### src/rtl/proj_pkg.sv
// rtl/proj_pkg.sv - FM buffer geometry and reader state type shared by the FM reader files
package proj_pkg;
  localparam int FM_BUFFER_SIZE = 8;
  localparam int FM_DATA_W      = 32;

  typedef enum logic [1:0] {IDLE, FETCH, DRAIN} fm_rd_state_t;
endpackage

### src/rtl/proj_fm_reader_if.sv
// rtl/proj_fm_reader_if.sv - buffer read port, output stream and status of the FM reader
interface proj_fm_reader_if #(
  parameter int FM_BUFFER_SIZE = proj_pkg::FM_BUFFER_SIZE,
  parameter int DATA_W         = proj_pkg::FM_DATA_W
);
  logic                      start;
  logic                      rd_en;
  logic [FM_BUFFER_SIZE-1:0] rd_index;
  logic [DATA_W-1:0]         rd_data;
  logic [DATA_W-1:0]         out_data;
  logic                      out_valid;
  logic                      out_ready;
  logic                      out_last;
  logic                      busy;
  logic                      done;

  modport master (
    input  start, rd_data, out_ready,
    output rd_en, rd_index, out_data, out_valid, out_last, busy, done
  );

  modport slave (
    output start, rd_data, out_ready,
    input  rd_en, rd_index, out_data, out_valid, out_last, busy, done
  );
endinterface

### src/rtl/proj_skid_fifo.sv
// rtl/proj_skid_fifo.sv - 2-entry output FIFO; head entry only moves on pop or push-into-empty
module proj_skid_fifo import proj_pkg::*; #(
  parameter int W = FM_DATA_W + 1
) (
  input  logic         clk,
  input  logic         rst,
  input  logic         push,
  input  logic [W-1:0] din,
  input  logic         pop,
  output logic [W-1:0] dout,
  output logic         valid,
  output logic [1:0]   count
);
  logic [W-1:0] e0_q, e0_d, e1_q, e1_d;
  logic [1:0]   count_q, count_d;
  logic         pop_ok;

  assign pop_ok = pop && (count_q != 2'd0);

  always_comb begin
    e0_d    = e0_q;
    e1_d    = e1_q;
    count_d = count_q;
    case ({push, pop_ok})
      2'b10: begin
        if (count_q == 2'd0) e0_d = din;
        else                 e1_d = din;
        count_d = count_q + 2'd1;
      end
      2'b01: begin
        e0_d    = e1_q;
        count_d = count_q - 2'd1;
      end
      2'b11: begin
        if (count_q == 2'd1) begin
          e0_d = din;
        end else begin
          e0_d = e1_q;
          e1_d = din;
        end
      end
      default: ;
    endcase
  end

  always_ff @(posedge clk) begin
    if (rst) begin
      count_q <= 2'd0;
    end else begin
      count_q <= count_d;
    end
    e0_q <= e0_d;
    e1_q <= e1_d;
  end

  assign dout  = e0_q;
  assign valid = (count_q != 2'd0);
  assign count = count_q;
endmodule

### src/rtl/proj_fm_reader.sv
// rtl/proj_fm_reader.sv - read-side sequencer streaming one FM buffer downstream
// Optional PROJ_FM_READER_PENDING_EN: queue one start that arrives while a pass is running.
module proj_fm_reader import proj_pkg::*; #(
  parameter int FM_BUFFER_SIZE = proj_pkg::FM_BUFFER_SIZE,
  parameter int DATA_W         = proj_pkg::FM_DATA_W
) (
  input logic               in_clk,
  input logic               in_rst,
  proj_fm_reader_if.master  bus
);
  localparam logic [FM_BUFFER_SIZE-1:0] LAST_IDX = FM_BUFFER_SIZE'(FM_BUFFER_SIZE - 1);
  localparam logic [FM_BUFFER_SIZE-1:0] IDX_ONE  = FM_BUFFER_SIZE'(1);

  fm_rd_state_t              state_q, state_d;
  logic [FM_BUFFER_SIZE-1:0] idx_q, idx_d;
  logic                      inflight_q, inflight_d;
  logic                      last_tag_q, last_tag_d;
  logic [1:0]                fifo_count;
  logic                      fifo_valid;
  logic [DATA_W:0]           fifo_dout;
  logic                      pop, rd_en, issue_last, drained, restart;
  logic [2:0]                occupancy;

  // A word leaving this cycle frees its slot, which keeps 1 word/cycle with only 2 entries.
  assign pop        = fifo_valid && bus.out_ready;
  assign occupancy  = {1'b0, fifo_count} + {2'b0, inflight_q} - {2'b0, pop};
  assign rd_en      = (state_q == FETCH) && (occupancy < 3'd2);
  assign issue_last = rd_en && (idx_q == LAST_IDX);
  assign drained    = (state_q == DRAIN) && (fifo_count == 2'd0) && !inflight_q;

`ifdef PROJ_FM_READER_PENDING_EN
  logic pending_q, pending_d;

  assign restart = pending_q || (bus.start && (state_q != IDLE));

  always_comb begin
    pending_d = pending_q;
    if (drained && restart)                    pending_d = 1'b0;
    else if (bus.start && (state_q != IDLE))   pending_d = 1'b1;
  end

  always_ff @(posedge in_clk) begin
    if (in_rst) pending_q <= 1'b0;
    else        pending_q <= pending_d;
  end
`else
  assign restart = 1'b0;
`endif

  always_comb begin
    state_d    = state_q;
    idx_d      = idx_q;
    inflight_d = rd_en;
    last_tag_d = issue_last;
    case (state_q)
      IDLE: begin
        if (bus.start) begin
          state_d = FETCH;
          idx_d   = '0;
        end
      end
      FETCH: begin
        if (rd_en)      idx_d   = idx_q + IDX_ONE;
        if (issue_last) state_d = DRAIN;
      end
      DRAIN: begin
        if (drained) begin
          state_d = restart ? FETCH : IDLE;
          idx_d   = '0;
        end
      end
      default: state_d = IDLE;
    endcase
  end

  always_ff @(posedge in_clk) begin
    if (in_rst) begin
      state_q    <= IDLE;
      idx_q      <= '0;
      inflight_q <= 1'b0;
      last_tag_q <= 1'b0;
    end else begin
      state_q    <= state_d;
      idx_q      <= idx_d;
      inflight_q <= inflight_d;
      last_tag_q <= last_tag_d;
    end
  end

  proj_skid_fifo #(.W(DATA_W + 1)) u_fifo (
    .clk   (in_clk),
    .rst   (in_rst),
    .push  (inflight_q),
    .din   ({last_tag_q, bus.rd_data}),
    .pop   (pop),
    .dout  (fifo_dout),
    .valid (fifo_valid),
    .count (fifo_count)
  );

  assign bus.rd_en     = rd_en;
  assign bus.rd_index  = rd_en ? idx_q : '0;
  assign bus.out_data  = fifo_dout[DATA_W-1:0];
  assign bus.out_valid = fifo_valid;
  assign bus.out_last  = fifo_valid && fifo_dout[DATA_W];
  assign bus.busy      = (state_q != IDLE);
  assign bus.done      = drained;
endmodule

### src/flat_wrapper.sv
// flat-port wrapper written by rule: the top's interface ports become plain ports
module proj_fm_reader_flat import proj_pkg::*;
#(
  parameter int FM_BUFFER_SIZE = proj_pkg::FM_BUFFER_SIZE,
  parameter int DATA_W         = proj_pkg::FM_DATA_W
)
  (in_clk, in_rst, bus_start, bus_rd_data, bus_out_ready, bus_rd_en, bus_rd_index, bus_out_data, bus_out_valid, bus_out_last, bus_busy, bus_done);
  proj_fm_reader_if #(.FM_BUFFER_SIZE(FM_BUFFER_SIZE), .DATA_W(DATA_W)) bus_i ();
  input logic in_clk;
  input logic in_rst;
  input wire logic [$bits(bus_i.start)-1:0] bus_start;
  input wire logic [$bits(bus_i.rd_data)-1:0] bus_rd_data;
  input wire logic [$bits(bus_i.out_ready)-1:0] bus_out_ready;
  output wire logic [$bits(bus_i.rd_en)-1:0] bus_rd_en;
  output wire logic [$bits(bus_i.rd_index)-1:0] bus_rd_index;
  output wire logic [$bits(bus_i.out_data)-1:0] bus_out_data;
  output wire logic [$bits(bus_i.out_valid)-1:0] bus_out_valid;
  output wire logic [$bits(bus_i.out_last)-1:0] bus_out_last;
  output wire logic [$bits(bus_i.busy)-1:0] bus_busy;
  output wire logic [$bits(bus_i.done)-1:0] bus_done;
  assign bus_i.start = bus_start;
  assign bus_i.rd_data = bus_rd_data;
  assign bus_i.out_ready = bus_out_ready;
  assign bus_rd_en = bus_i.rd_en;
  assign bus_rd_index = bus_i.rd_index;
  assign bus_out_data = bus_i.out_data;
  assign bus_out_valid = bus_i.out_valid;
  assign bus_out_last = bus_i.out_last;
  assign bus_busy = bus_i.busy;
  assign bus_done = bus_i.done;
  proj_fm_reader #(.FM_BUFFER_SIZE(FM_BUFFER_SIZE), .DATA_W(DATA_W)) u_core (.in_clk(in_clk), .in_rst(in_rst), .bus(bus_i));
endmodule
### config.mk
export PLATFORM = sky130hd
export DESIGN_NAME = proj_fm_reader_flat
export DESIGN_NICKNAME = d
export VERILOG_FILES = /design/src/rtl/proj_pkg.sv /design/src/rtl/proj_fm_reader_if.sv /design/src/rtl/proj_skid_fifo.sv /design/src/rtl/proj_fm_reader.sv /design/src/flat_wrapper.sv
export SDC_FILE = /design/constraint.sdc
export NUM_CORES = 1
export LEC_CHECK = 0
export BUFFER_PORTS_ARGS = -buffer_cell sky130_fd_sc_hd__buf_2
export CAP_MARGIN = 10
export CORE_UTILIZATION = 50
export CTS_CLUSTER_SIZE = 28
export DETAILED_ROUTE_END_ITERATION = 8
export PLACE_DENSITY = 0.79
export SLEW_MARGIN = 20
export SYNTH_ARGS = -nofsm -noshare
export SYNTH_HDL_FRONTEND = slang
export SYNTH_HIERARCHICAL = 1
export SYNTH_SLANG_ARGS = --single-unit
### constraint.sdc
create_clock -name in_clk -period 4.8 [get_ports in_clk]
set_input_delay 0.24 -clock in_clk [delete_from_list [all_inputs] [get_ports in_clk]]
set_output_delay 0.24 -clock in_clk [all_outputs]
set_load 0.02 [all_outputs]
==> impl_metrics.csv <==
group,metric,value,unit
synthesis,ys.flop_type,"edfxtp_1",
power_and_ir_drop,irDropWorstVdd,0.150,mV
worst_setup_path,cp-end-kind,"output pin",
power_and_ir_drop,p_per_area,426,nW/um2
placement,portBuffers,80,
flow_run,cap_viol_max_count,0,
synthesis,yosysUniqueCellTypes,43,
worst_setup_path,ff2ff_setup_slack,1340,ps
timing,worst_slew_pin_slew,1020,ps
floorplanning,start_util,51.7,%
floorplanning,io-pin-count,81,
cts,numClockSinks,80,
grt,grt_max_degree,35,
outcome,status,"complete, no violations",
route,dr.pass1.iters,4,
cts,htree_levels,3,
placement,dpl.cell_count,490,
timing,finalHoldViolCount,0,
cells_and_area,layout-drive-gt1-share,34.8,%
cts,ctsRootBufferMaster,"clkbuf_8",
timing,layout_min_cycle_time,4030,ps
cts,post_cts_buffers,0,
floorplanning,dieArea,8350,um2
grt,grt_pass1_wl,13200,um
route,vias_per_cell,5.45,
worst_setup_path,crit_fanout,11,
grt,grt_pass1_vias,2711,
worst_hold_path,hold_depth,1,
cts,cts_buffers,9,
worst_setup_path,worstPathArrival,3790,ps
synthesis,ys_async_sr_fraction,0,%
route,wl_per_cell,15.8,um
timing,finClkSkew,7.28,ps
timing,slew_violations,0,
power_and_ir_drop,p_leak,0.00191,uW
floorplanning,coreArea,7730,um2
worst_setup_path,reg2reg_depth,11,
floorplanning,die_h,91.4,um
cts,clk_pin_slew,80,ps
floorplanning,die_w,91.4,um
cells_and_area,instances_no_fill,507,
synthesis,ys_ff_latch,80,
cts,cts_hold_buf,0,
cells_and_area,layout.cells.most_common,"buf_2",
synthesis,synthTopCellsByArea,"edfxtp_1 50%, mux2_4 11%, dfxtp_1 7.0%",
synthesis,synth_fp_nets,367,
cts,cts_tree,"yes",
route,drtAntennaViolNets,0,
worst_hold_path,min_to,"u_core/u_fifo/e1_q[19]",
route,drc,0,
route,drt_iter0_drc,134,
floorplanning,num_rows,32,
worst_hold_path,min_path_type,"input pin to register",
synthesis,synth-edff-count,66,
cells_and_area,antennaDiodeCount,0,
cells_and_area,fin_util,60.3,%
synthesis,synth_top_area_share,49.6,%
worst_setup_path,crit_required,4560,ps
placement,gp_congestion,0.884,
timing,setup_viol_count_final,0,
timing,rsz0062_at_grt,"no",
cts,clock_latency,340,ps
route,wirelength,8030,um
grt,antenna_found_initial,0,
cells_and_area,mostFrequentLayoutCells,"80 x buf_2, 71 x nand2_1, 66 x edfxtp_1",
synthesis,synth_area_per_cell,12.4,um2
synthesis,synth_area_leader_cell,"edfxtp_1",
timing,fin_crit_sh,83.9,%
synthesis,synthCells,321,
worst_setup_path,rr_endpoint,"u_core/last_tag_q",
cells_and_area,final_net_count,446,
cts,post_cts_resized,0,
timing,holdWs,98.6,ps
synthesis,seq_area_frac_synth,56.6,%
worst_setup_path,crit-reg2reg-launch,"u_core/u_fifo/count[1]",
grt,overflow,0,
cells_and_area,syn_to_final_growth,16.8,%
worst_setup_path,critPathKind,"register to output pin",
timing,fmax,248,MHz
synthesis,syn-cell-area,3990,um2
route,vias,2765,
worst_hold_path,hp-start,"bus_rd_data[19]",
timing,setup-tns-final,0,ps
timing,maxSlewHeadroom,32.1,%
worst_setup_path,startpoint_type,"register",
grt,grt_usage,20.4,%
placement,hpwl,5230,um
synthesis,synth_warnings,6,
cts,cts_buffer_depth,2,
[sequential cells by signal, indices dropped and copies added, names as in the netlist]
| signal | flops |
|---|---|
| u_core/inflight_q | 1 |
| u_core/u_fifo/e1_q | 33 |
| u_core/last_tag_q | 1 |
| u_core/u_fifo/count | 2 |
| u_core/idx_q | 8 |
| u_core/state_q | 2 |
| u_core/u_fifo/dout | 33 |
[cells by family after synthesis]
group | count (synthesis) | synth area share [%]
AO/OA/AOI/OAI | 45 | 8.11
XOR/XNOR | 7 | 1.72
adder cells (fa/ha/maj) | 10 | 3.32
buffers and inverters | 25 | 4.14
flip-flops | 80 | 56.6
multiplexers | 33 | 12.0
AND/OR/NAND/NOR | 121 | 14.0
[layout make-up]
type	count	area, um2
multi-input combinational	216	1600
fill	617	3060
tap	102	128
clock buffer	10	128
timing repair buffer	85	458
inverter	8	30.0
clock inverter	6	60.1
sequential	80	2260
[report_power, final]
part / leakage [uW] / internal (uW) / switching (uW) / total, uW
Combinational: 0.00110 / 244 / 342 / 585
Clock: 0.0000920 / 238 / 238 / 476
Sequential: 0.000718 / 881 / 45.7 / 926
Total: 0.00191 / 1360 / 626 / 1990
[worst max-delay path by stage]
| stage | to | depth (start not counted) | startpoint | slack, ps |
|---|---|---|---|---|
| after global routing | bus_rd_index[4] | 11 | u_core/u_fifo/count[1] | 460 |
| after detailed placement | bus_rd_index[4] | 11 | u_core/u_fifo/count[1] | 1110 |
| final | bus_rd_index[4] | 11 | u_core/u_fifo/count[1] | 770 |
| after floorplan | u_core/u_fifo/e1_q[0] | 9 | u_core/u_fifo/count[1] | 90 |
| after global placement | bus_rd_index[0] | 11 | u_core/u_fifo/count[1] | 1310 |
| after CTS | bus_rd_index[4] | 11 | u_core/u_fifo/count[1] | 710 |
[Yosys cell counts (all sizes together) (2+ instances only)]
cell type	n
nand2	71
xor2	2
o21ai	3
or4	2
clkbuf	4
inv	8
or3	2
nor3	2
and2	11
dfxtp	14
xnor2	5
nor2b	2
ha	9
a21oi	3
edfxtp	66
buf	13
nand3	4
nand2b	2
mux2	33
nor2	14
nor4	6
a22oi	33
[through the flow]
step           setup slack (ps)  power, uW  cell area [um2]
2_1_floorplan              94.6       1390             3990
3_5_place_dp               1110       1520             4450
4_1_cts                     714       2000             4640
5_1_grt                     457       2090             4660
3_3_place_gp               1310       1500             4450
6_report                    773       1990             4660
[metal layers]
layer  vias up  global-route usage (%)  routed length (um)
met4         0                    7.94                  44
met3         5                    4.02                 511
met2       107                    35.4                4070
met1      1327                    25.1                3410
li1       1326                       -                   -
met5         -                       0                   0
[worst max-delay path: stages (launching register included)]
cell,delay [ps]
dfxtp_1,450
inv_1,130
ha_1,250
inv_1,160
and2_1,170
ha_1,220
nand2b_1,150
fa_1,410
xor2_2,240
nor3b_1,860
and2_1,240
buf_2,170
(Power assumes the default switching activity.)
